<file path="config.mk">
export PLATFORM = sky130hd
export DESIGN_NAME = io_port_bank
export DESIGN_NICKNAME = d
export VERILOG_FILES = /design/src/rtl/io_port_bank.sv
export SDC_FILE = /design/constraint.sdc
export NUM_CORES = 1
export LEC_CHECK = 0
export ABC_AREA = 1
export BUFFER_PORTS_ARGS = -buffer_cell sky130_fd_sc_hd__buf_2
export CAP_MARGIN = 20
export CORE_MARGIN = 3
export CORE_UTILIZATION = 50
export CTS_CLUSTER_DIAMETER = 150
export DETAILED_ROUTE_END_ITERATION = 16
export GPL_TIMING_DRIVEN = 1
export PLACE_DENSITY = 0.72
export SLEW_MARGIN = 15
export SYNTH_ARGS = -nofsm -noshare
export SYNTH_HDL_FRONTEND = slang
export SYNTH_SLANG_ARGS = --single-unit
</file>
<file path="constraint.sdc">
create_clock -name clk -period 3.3 [get_ports clk]
set_input_delay 0.825 -clock clk [delete_from_list [all_inputs] [get_ports clk]]
set_output_delay 0.825 -clock clk [all_outputs]
set_load 0.02 [all_outputs]
</file>
<file path="src/rtl/io_port_bank.sv">
// Peripheral responder for the CPU I/O port bus: LED register, synchronised switches,
// prescaled 16-bit timer and a TX FIFO drained over a valid/ready stream.
module io_port_bank #(
   parameter int FIFO_DEPTH  = 8,
   parameter int PRESCALE    = 100,
   parameter int SYNC_STAGES = 2
) (
   input  logic        clk,
   input  logic        rst,
   input  logic [4:0]  dirport,
   input  logic [15:0] outport,
   input  logic        we,
   output logic [15:0] inport,
   input  logic [15:0] sw_in,
   output logic [15:0] led_out,
   output logic [15:0] tx_data,
   output logic        tx_valid,
   input  logic        tx_ready
);

   localparam int PTR_W = (FIFO_DEPTH > 1) ? $clog2(FIFO_DEPTH) : 1;
   localparam int PS_W  = (PRESCALE > 1) ? $clog2(PRESCALE) : 1;
   localparam logic [PS_W-1:0] PS_LAST   = PS_W'(PRESCALE - 1);
   localparam logic [4:0]      DEPTH_CNT = 5'(FIFO_DEPTH);

   typedef enum logic [4:0] {
      A_SW   = 5'h00,
      A_LED  = 5'h01,
      A_TCNT = 5'h02,
      A_TCTL = 5'h03,
      A_TXD  = 5'h04,
      A_TXST = 5'h05
   } port_addr_e;

   logic             we_q;
   logic             wr;
   logic             wr_led, wr_tcnt, wr_tctl, wr_fclr, push_req;

   logic [15:0]      sync_q [SYNC_STAGES];

   logic [PS_W-1:0]  prescale;
   logic [15:0]      tcount;
   logic             run, ovf;
   logic             tick, tick_eff;

   logic [15:0]      mem [FIFO_DEPTH];
   logic [PTR_W-1:0] wr_ptr, rd_ptr;
   logic [4:0]       fifo_cnt;
   logic             fovf;
   logic             full, empty, pop, push_ok;

   // One write action per we high period: act only on the rising level.
   assign wr       = we & ~we_q;
   assign wr_led   = wr && (dirport == A_LED);
   assign wr_tcnt  = wr && (dirport == A_TCNT);
   assign wr_tctl  = wr && (dirport == A_TCTL);
   assign push_req = wr && (dirport == A_TXD);
   assign wr_fclr  = wr && (dirport == A_TXST);

   // NOTE: registers use non-blocking assignments so every flop samples pre-edge values.
   always_ff @(posedge clk) begin
      if (rst) begin
         we_q    <= 1'b0;
         led_out <= '0;
      end else begin
         we_q <= we;
         if (wr_led) led_out <= outport;
      end
   end

   always_ff @(posedge clk) begin
      if (rst) begin
         for (int i = 0; i < SYNC_STAGES; i++) sync_q[i] <= '0;
      end else begin
         sync_q[0] <= sw_in;
         for (int i = 1; i < SYNC_STAGES; i++) sync_q[i] <= sync_q[i-1];
      end
   end

   // A load or clear landing on a tick edge discards that tick, including its overflow.
   assign tick     = run && (prescale == PS_LAST);
   assign tick_eff = tick && !(wr_tcnt || (wr_tctl && outport[0]));

   always_ff @(posedge clk) begin
      if (rst) begin
         prescale <= '0;
         tcount   <= '0;
         run      <= 1'b0;
         ovf      <= 1'b0;
      end else begin
         if (run) prescale <= tick ? '0 : prescale + 1'b1;
         if (tick_eff) tcount <= tcount + 16'd1;
         if (wr_tctl && outport[2]) ovf <= 1'b0;
         if (tick_eff && (tcount == 16'hFFFF)) ovf <= 1'b1;
         if (wr_tcnt) tcount <= outport;
         if (wr_tctl) begin
            run <= outport[1];
            if (outport[0]) begin
               tcount   <= '0;
               prescale <= '0;
            end
         end
      end
   end

   assign full     = (fifo_cnt == DEPTH_CNT);
   assign empty    = (fifo_cnt == 5'd0);
   assign tx_valid = ~empty;
   assign pop      = tx_valid & tx_ready;
   // A pop on the same edge frees a slot, so a push into a full FIFO still lands.
   assign push_ok  = push_req && (!full || pop);

   // NOTE: storage is not reset; tx_data is masked while empty so stale words never escape.
   always_ff @(posedge clk) begin
      if (push_ok) mem[wr_ptr] <= outport;
   end

   always_ff @(posedge clk) begin
      if (rst) begin
         wr_ptr   <= '0;
         rd_ptr   <= '0;
         fifo_cnt <= '0;
         fovf     <= 1'b0;
      end else begin
         if (push_ok) wr_ptr <= wr_ptr + 1'b1;
         if (pop)     rd_ptr <= rd_ptr + 1'b1;
         fifo_cnt <= fifo_cnt + 5'(push_ok) - 5'(pop);
         if (push_req && !push_ok) fovf <= 1'b1;
         else if (wr_fclr)         fovf <= 1'b0;
      end
   end

   assign tx_data = empty ? 16'h0000 : mem[rd_ptr];

   // NOTE: the default assignment first keeps this block free of latches.
   always_comb begin
      inport = 16'h0000;
      case (dirport)
         A_SW:    inport = sync_q[SYNC_STAGES-1];
         A_LED:   inport = led_out;
         A_TCNT:  inport = tcount;
         A_TCTL:  inport = {ovf, 13'b0, run, 1'b0};
         A_TXST:  inport = {7'b0, fovf, fifo_cnt, 1'b0, full, empty};
         default: inport = 16'h0000;
      endcase
   end

endmodule

</file>
Word-level counts from Yosys, hierarchy flattened
Memories as Yosys holds them, arrays and structs flattened. A register that Yosys moved wholly into a read port is not among the register bits.
Cells that the tools add are included.
{ "totals": {"regBits": 54, "elab_cells": 76, "inputBits": 41, "output_inout_bits": 49, "ramBits": 160, "mem_count": 2} }
{ "classes": {"n_addsub": 6, "n_eq_ne": 8, "n_mux": 23, "n_reduce_logical": 21, "bitwise_logic": 6} }
{ "mem_list": {"columns": ["name", "words", "width", "rd", "rd_clocked_by_memory_dff", "wr", "line_no", "rtl"], "rows": [
  ["mem", 8, 16, 1, 1, 1, "46", "logic [15:0] mem [FIFO_DEPTH];"],
  ["sync_q", 2, 16, 2, 0, 2, "39", "logic [15:0] sync_q [SYNC_STAGES];"]
]} }
{ "op_table": {"columns": ["op", "count"], "rows": [
  ["$mux 16", 7],
  ["$pmux 16 s5", 1],
  ["$mux 7", 4],
  ["$add 16x1->16 const B", 1],
  ["$eq 16x16->1 const B", 1],
  ["$logic_and 1x1->1", 12],
  ["$eq 5x2->1 const B", 2],
  ["$eq 5x3->1 const B", 2],
  ["$logic_not 5->1", 2],
  ["$mux 1", 9],
  ["$add 7x1->7 const B", 1],
  ["$eq 7x7->1 const B", 1],
  ["$add 3x1->3 const B", 2],
  ["$mux 3", 2],
  ["$add 5x1->5", 1],
  ["$eq 5x1->1 const B", 1],
  ["$eq 5x4->1 const B", 1],
  ["$sub 5x1->5", 1],
  ["$reduce_bool 2->1", 2],
  ["$logic_not 1->1", 3],
  ["$and 1x1->1", 2],
  ["$logic_or 1x1->1", 2],
  ["$not 1->1", 2],
  ["$or 1x1->1", 2]
]} }

Depth between registers and ports, before layout
Gate-level depths: netlist of the first run.
{ "depth": {"word_depth": 11, "mapped_depth": 14, "mapped_depth_nobuf": 14} }

Least setup slack after synthesis of the first run
OpenSTA, ideal clock, no wires.
{ "synth_path": {"path_type": "input-to-reg", "startpoint": "input dirport[4]", "endpoint": "memory mem[2][0] (enable)", "stages": 6, "arrival_time_ps": 2705, "required_ps": 2891, "slack_ps": 185, "path_cell_list": "nor2_1 nand2_1 nor2_2 nand2_2 or2_4 nor3_1"} }
{ "synth_between": {"elab_chain_cells": 5} }
{ "synth_rtl": {"columns": ["element", "line_no", "rtl"], "rows": [
  ["from (decl)", "10", "input logic [4:0] dirport,"],
  ["$eq 5x3->1", "57", "assign push_req = wr && (dirport == A_TXD);"],
  ["$logic_and 1x1->1", "57", null],
  ["$logic_and 1x1->1", "111", "assign push_ok = push_req && (!full || pop);"],
  ["$mux 1", "115", "if (push_ok) mem[wr_ptr] <= outport;"],
  ["$mux 1 (implied by the code)", "115", null],
  ["to (decl)", "46", null]
]} }
Every way passes these cells.

==> results of run 1 <==
-- layer usage --
metal | wire length (um) | vias to the layer above | track usage | share of wire
li1 | - | 3435 | - | -
met1 | 9350 | 3268 | 0.288 | 0.44
met2 | 10400 | 202 | 0.361 | 0.48
met3 | 1220 | 41 | 0.0327 | 0.057
met4 | 485 | 0 | 0.0631 | 0.023
met5 | 0 | - | 0 | 0
-- power breakdown --
| group | switching, mW | internal, mW |
|---|---|---|
| clock network | 0.995 | 1.48 |
| logic | 0.986 | 0.495 |
| registers | 0.0519 | 2.93 |
| total | 2.03 | 4.91 |
-- final timing paths --
kind,start,endpoint,slack (ns)
setup reg to reg,fifo_cnt[3],fifo_cnt[4],0.55
hold reg to reg,sync_q[0][8],sync_q[0][24],0.40
setup / recovery,flip-flop,tx_data[6],0.25
hold / removal,sync_q[0][8],sync_q[0][24],0.40
-- through the flow --
step | hold slack (ns) | cells
2_1_floorplan | 0.388 | 966
3_3_place_gp | 0.389 | 1261
3_5_place_dp | 0.392 | 1261
4_1_cts | 0.401 | 1301
5_1_grt | 0.425 | 1301
6_report | 0.400 | 1301
-- worst max-delay path, delay by kind of cell, from the launching register on --
family	cells	cell delay, ns
buffers and inverters	3	0.72
DFF	1	0.37
AOI/OAI and AO/OA	2	0.33
and+or+nand+nor	2	0.28
-- cell families after synthesis --
| logic type | synth area share |
|---|---|
| buf+inv | 0.0674 |
| xor+xnor | 0.00380 |
| flops | 0.609 |
| compound gates | 0.112 |
| simple gates | 0.191 |
| fa+ha+maj | 0.0171 |
-- area by class of cell --
| type | count | area [sq um] |
|---|---|---|
| fillers | 1537 | 7340 |
| flip-flops and latches | 217 | 5630 |
| multi-input cells | 597 | 3020 |
| repair buffers | 107 | 606 |
| clock buffers | 29 | 577 |
| inverters | 111 | 418 |
| well taps | 229 | 287 |
| clock inverters | 11 | 149 |
-- cell usage in the layout, fill, tap and decap left out, types with 3 or more instances in the layout --
| cell type | count |
|---|---|
| a21oi_1 | 36 |
| a21oi_2 | 3 |
| buf_2 | 89 |
| buf_4 | 16 |
| bufinv_16 | 3 |
| clkbuf_1 | 7 |
| clkbuf_16 | 22 |
| clkinv_2 | 4 |
| dfxtp_1 | 88 |
| edfxtp_1 | 128 |
| ha_1 | 11 |
| inv_1 | 101 |
| inv_2 | 9 |
| nand2_1 | 103 |
| nand2_2 | 7 |
| nand3_1 | 34 |
| nand4_1 | 10 |
| nor2_1 | 223 |
| nor2_2 | 4 |
| nor2_4 | 4 |
| nor3_1 | 7 |
| nor3_2 | 8 |
| o2111ai_1 | 4 |
| o211ai_1 | 7 |
| o21ai_0 | 75 |
| o21ai_1 | 12 |
| o32ai_1 | 32 |
| xor2_1 | 3 |
-- flip-flops by register name, summed over array words and instances, names as in the netlist, named ones only --
signal	count
fovf	1
mem	128
we_q	1
prescale	7
rd_ptr	3
tcount	16
wr_ptr	3
sync_q	32
ovf	1
led_out	16
fifo_cnt	5
run	1
==> metrics, run 1 <==
Cell Rows 49; Most common cell on crit path nor2_1; Syn Nets 1019; share of layout cells above drive strength 1 0.171; Yosys reg bits 217; Area Growth Syn to Fin 15.8%; worst-margin pin slew 0.670 ns; post-route ant nets 0; CP Cell Sequence inv_2 > buf_12 > nor2_1 > o32ai_1 > o21ai_1 > nor2_1 > buf_2; clock root buffer clkbuf_16; pwr dens 649 nW/um^2; Worst slew margin 0.553; cells after synthesis 966; post-route minimum period 3.05 ns; critical path data arrival time 2.22 ns; Pre-antenna DRT Iters 5; CP Launch Type flip-flop; wire per inst 16.5 um; Post-DP Area 9960 sq um; CTS max path bufs 3; Post-synth EDFFs 128; crit-path max cell delay 0.37 ns; Die H 142 um; Min-Delay Path Depth 2; crit path capture type primary output; initial antenna violation count 0; final hold viol count 0; Final Cycle Share 0.924; CTS H-tree depth 1; leak pwr 4.29 nW; vias 6946; port bufs 89; final setup margin 0.251 ns; CORE AREA 18000 sq um; CTS buffer count 22; area of the die 20100 sq um; status finished clean; Slew Limit Fails 0; crit path kind flip-flop to primary output; all-layer global routing usage 0.214; length in cells of the worst reg-to-reg path 14; initial drt markers 560; CTS resizes 0; Hold Buf Count CTS 0; leading area contributor after synthesis edfxtp_1; synth top area cells edfxtp_1 (42%), dfxtp_1 (19%), nor2_1 (9.1%), nand2_1 (4.2%), inv_1 (4.1%); synthesized cell area 9230 sq um; Setup Fix Bufs, Post-CTS 0; Main synth FF type edfxtp_1; dpl ws 0.143 ns; Slowest-stage cell, CP dfxtp_2; I/O Pins 90; Horiz. Die Dim 142 um; Post-Route WL 21400 um; GPL Wtd Cong 0.899; first-pass GRT wire length 34500 um; Clock Latency Late Sink 0.51 ns; Initial Utilization 0.512; post-route cell area 10700 sq um; Post-Route Setup TNS 0 ns; Critical Path RT 2.47 ns; Worst VDD drop 0.583 mV; Synth Warn # 0; # diodes 0; drc violations 0; clk sink count 217; post-synth top area share 0.416; CTS tree yes; post-synthesis sequential area ratio 0.609; via/cell ratio 5.34; FFs w/ async S/R, synth 0; largest net degree at the start of global routing 65; grt total ovfl 0; endpoints failing setup 0; Synth cell types 38; Worst Skew 0.0114 ns; Fmax 328 MHz; most instantiated library cell after synthesis nor2_1; Hold Crit Class flip-flop to flip-flop; Max-cap violations 0; final core occ 0.593; Mapped Avg Cell Area 9.56 sq um; clock-pin transition on the worst setup and hold timing paths 0.06 ns; nets@finish 1109; vias in the first global route 6545; CP Max Fanout 29; most frequent cells after synthesis nor2_1 (223), edfxtp_1 (128), nand2_1 (103); RSZ-0062 raised after global routing false; placed wire-length estimate 14200 um; total power 6.94 mW
No activity file was read; power rests on OpenSTA's default activity.
==> run 2: changes to the inputs <==
- CELL_PAD_IN_SITES_DETAIL_PLACEMENT: default -> 1
- CELL_PAD_IN_SITES_GLOBAL_PLACEMENT: default -> 2
- CORE_UTILIZATION: 50 -> 34
- PLACE_DENSITY: 0.72 -> default
- PLACE_DENSITY_LB_ADDON: default -> 0.1
==> metrics, run 2 (synthesis results as in run 1) <==
post-route cell area 11000 sq um (+2.9%); Worst VDD drop 0.368 mV (-37%); Fmax 327 MHz (-0.39%); share of layout cells above drive strength 1 0.184 (+0.0136); area of the die 29200 sq um (+45%); Critical Path RT 2.47 ns (about the same); CTS buffer count 25 (+14%); post-route minimum period 3.06 ns (+0.0120 ns); Setup Fix Bufs, Post-CTS 0 (unchanged); clock-pin transition on the worst setup and hold timing paths 0.06 ns (about the same); status finished clean; final hold viol count 0 (unchanged); initial antenna violation count 0 (unchanged); CP Cell Sequence inv_1 > ha_1 > nand4_4 > buf_4 > o21ai_0 > nor2_1 > buf_2; Max-cap violations 0 (unchanged); max reg flops 128 (unchanged); biggest regs mem (128), sync_q (32); final core occ 0.417 (-0.175); first-pass GRT wire length 41500 um (+21%); initial drt markers 401 (-28%); final setup margin 0.239 ns (-0.0120 ns); Cell Rows 59 (+20%); Pre-antenna DRT Iters 5 (unchanged); nets@finish 1119 (+0.90%); RSZ-0062 raised after global routing false; pwr dens 666 nW/um^2 (+2.5%); CTS max path bufs 3 (unchanged); CTS H-tree depth 1 (unchanged); Worst Skew 0.0144 ns (+0.00304 ns); commonest non-fill, non-tap cells in the layout nor2_1 (223), edfxtp_1 (128), nand2_1 (103); Biggest register mem; Slowest-stage cell, CP dfxtp_1; commonest non-fill, non-tap cell in the layout nor2_1; CORE AREA 26400 sq um (+46%); Worst path top cell family by delay buffers and inverters; Area Growth Syn to Fin 19.2%; Final Cycle Share 0.927 (+0.00363); drc violations 0 (unchanged); Post-Route WL 26200 um (+22%); via/cell ratio 4.95 (-7.3%); post-route ant nets 0 (unchanged); I/O Pins 90 (unchanged); Clock Latency Late Sink 0.52 ns (about the same); Worst slew margin 0.550 (-0.00289); leak pwr 4.39 nW (+2.5%); clk sink count 217 (unchanged); vias in the first global route 7212 (+10%); endpoints failing setup 0 (unchanged); CP Launch Type flip-flop; crit path capture type primary output; placed wire-length estimate 18000 um (+26%); Post-DP Area 10100 sq um (+1.9%); all-layer global routing usage 0.182 (-0.0314); grt total ovfl 0 (unchanged); largest net degree at the start of global routing 65 (unchanged); # diodes 0 (unchanged); Die H 171 um (+20%); Slew Limit Fails 0 (unchanged); crit path kind flip-flop to primary output; Post-Route Setup TNS 0 ns (unchanged); wire per inst 18.5 um (+12%); Horiz. Die Dim 171 um (+20%); GPL Wtd Cong 0.768 (-15%); worst-margin pin slew 0.674 ns (+0.00428 ns); CP bufs+invs 3 (unchanged); CP Max Fanout 18 (-38%); total power 7.32 mW (+5.5%); critical path data arrival time 2.24 ns (+0.02 ns); port bufs 89 (unchanged); Hold Crit Class flip-flop to flip-flop; CTS tree yes; dpl ws 0.200 ns (+0.0566 ns); crit-path max cell delay 0.39 ns (+0.02 ns); clock root buffer clkbuf_16; vias 7030 (+1.2%); Initial Utilization 0.350 (-0.162)
run 2: final timing paths:
kind         slack, ns            end  depth (start not counted)          from
max               0.24     tx_data[1]                          7   fifo_cnt[3]
max reg2reg       0.66    fifo_cnt[4]                         13   fifo_cnt[3]
min               0.39  sync_q[0][18]                          2  sync_q[0][2]
min reg2reg       0.39  sync_q[0][18]                          2  sync_q[0][2]
run 2: worst register-to-register path, cell delays in order (launching register included):
cell and delay [ns]:
dfxtp_1 0.39, inv_1 0.11, ha_1 0.23, nand4_4 0.10, nand2_1 0.11, inv_1 0.20, ha_1 0.27, inv_1 0.05
ha_1 0.15, inv_1 0.05, fa_1 0.39, o31ai_1 0.29, o21ai_0 0.11, a21oi_1 0.12
run 2: timing repair:
action	CTS	global route
setup endpoints to repair	0	4
endpoints found under the hold margin	0	0
gates resized for setup	0	1
hold buffers	0	0
run 2: area by class of cell:
type | count | area, sq um
clock buffers | 38 | 766
clock inverters | 8 | 85.1
fillers | 3008 | 15400
inverters | 111 | 418
multi-input cells | 597 | 3020
flip-flops and latches | 217 | 5630
well taps | 335 | 419
repair buffers | 114 | 658
run 2: metrics by stage:
step           hold WS (ns)  instances
6_report              0.392       1420
5_1_grt               0.400       1420
2_1_floorplan         0.388        966
4_1_cts               0.394       1420
3_5_place_dp          0.397       1374
3_3_place_gp          0.390       1374
run 2: where the power goes:
group          internal (mW)  switching, mW  leakage (nW)
clock                   1.69           1.13         0.418
combinational          0.496          0.986          2.10
sequential              2.94         0.0913          1.88
run 2: per-layer routing:
layer | share of wire | GRT usage | up-vias
met4 | 0.021 | 0.0406 | 0
met5 | 0 | 0 | -
met1 | 0.45 | 0.238 | 3429
met2 | 0.49 | 0.325 | 112
met3 | 0.030 | 0.0229 | 40
li1 | - | - | 3449
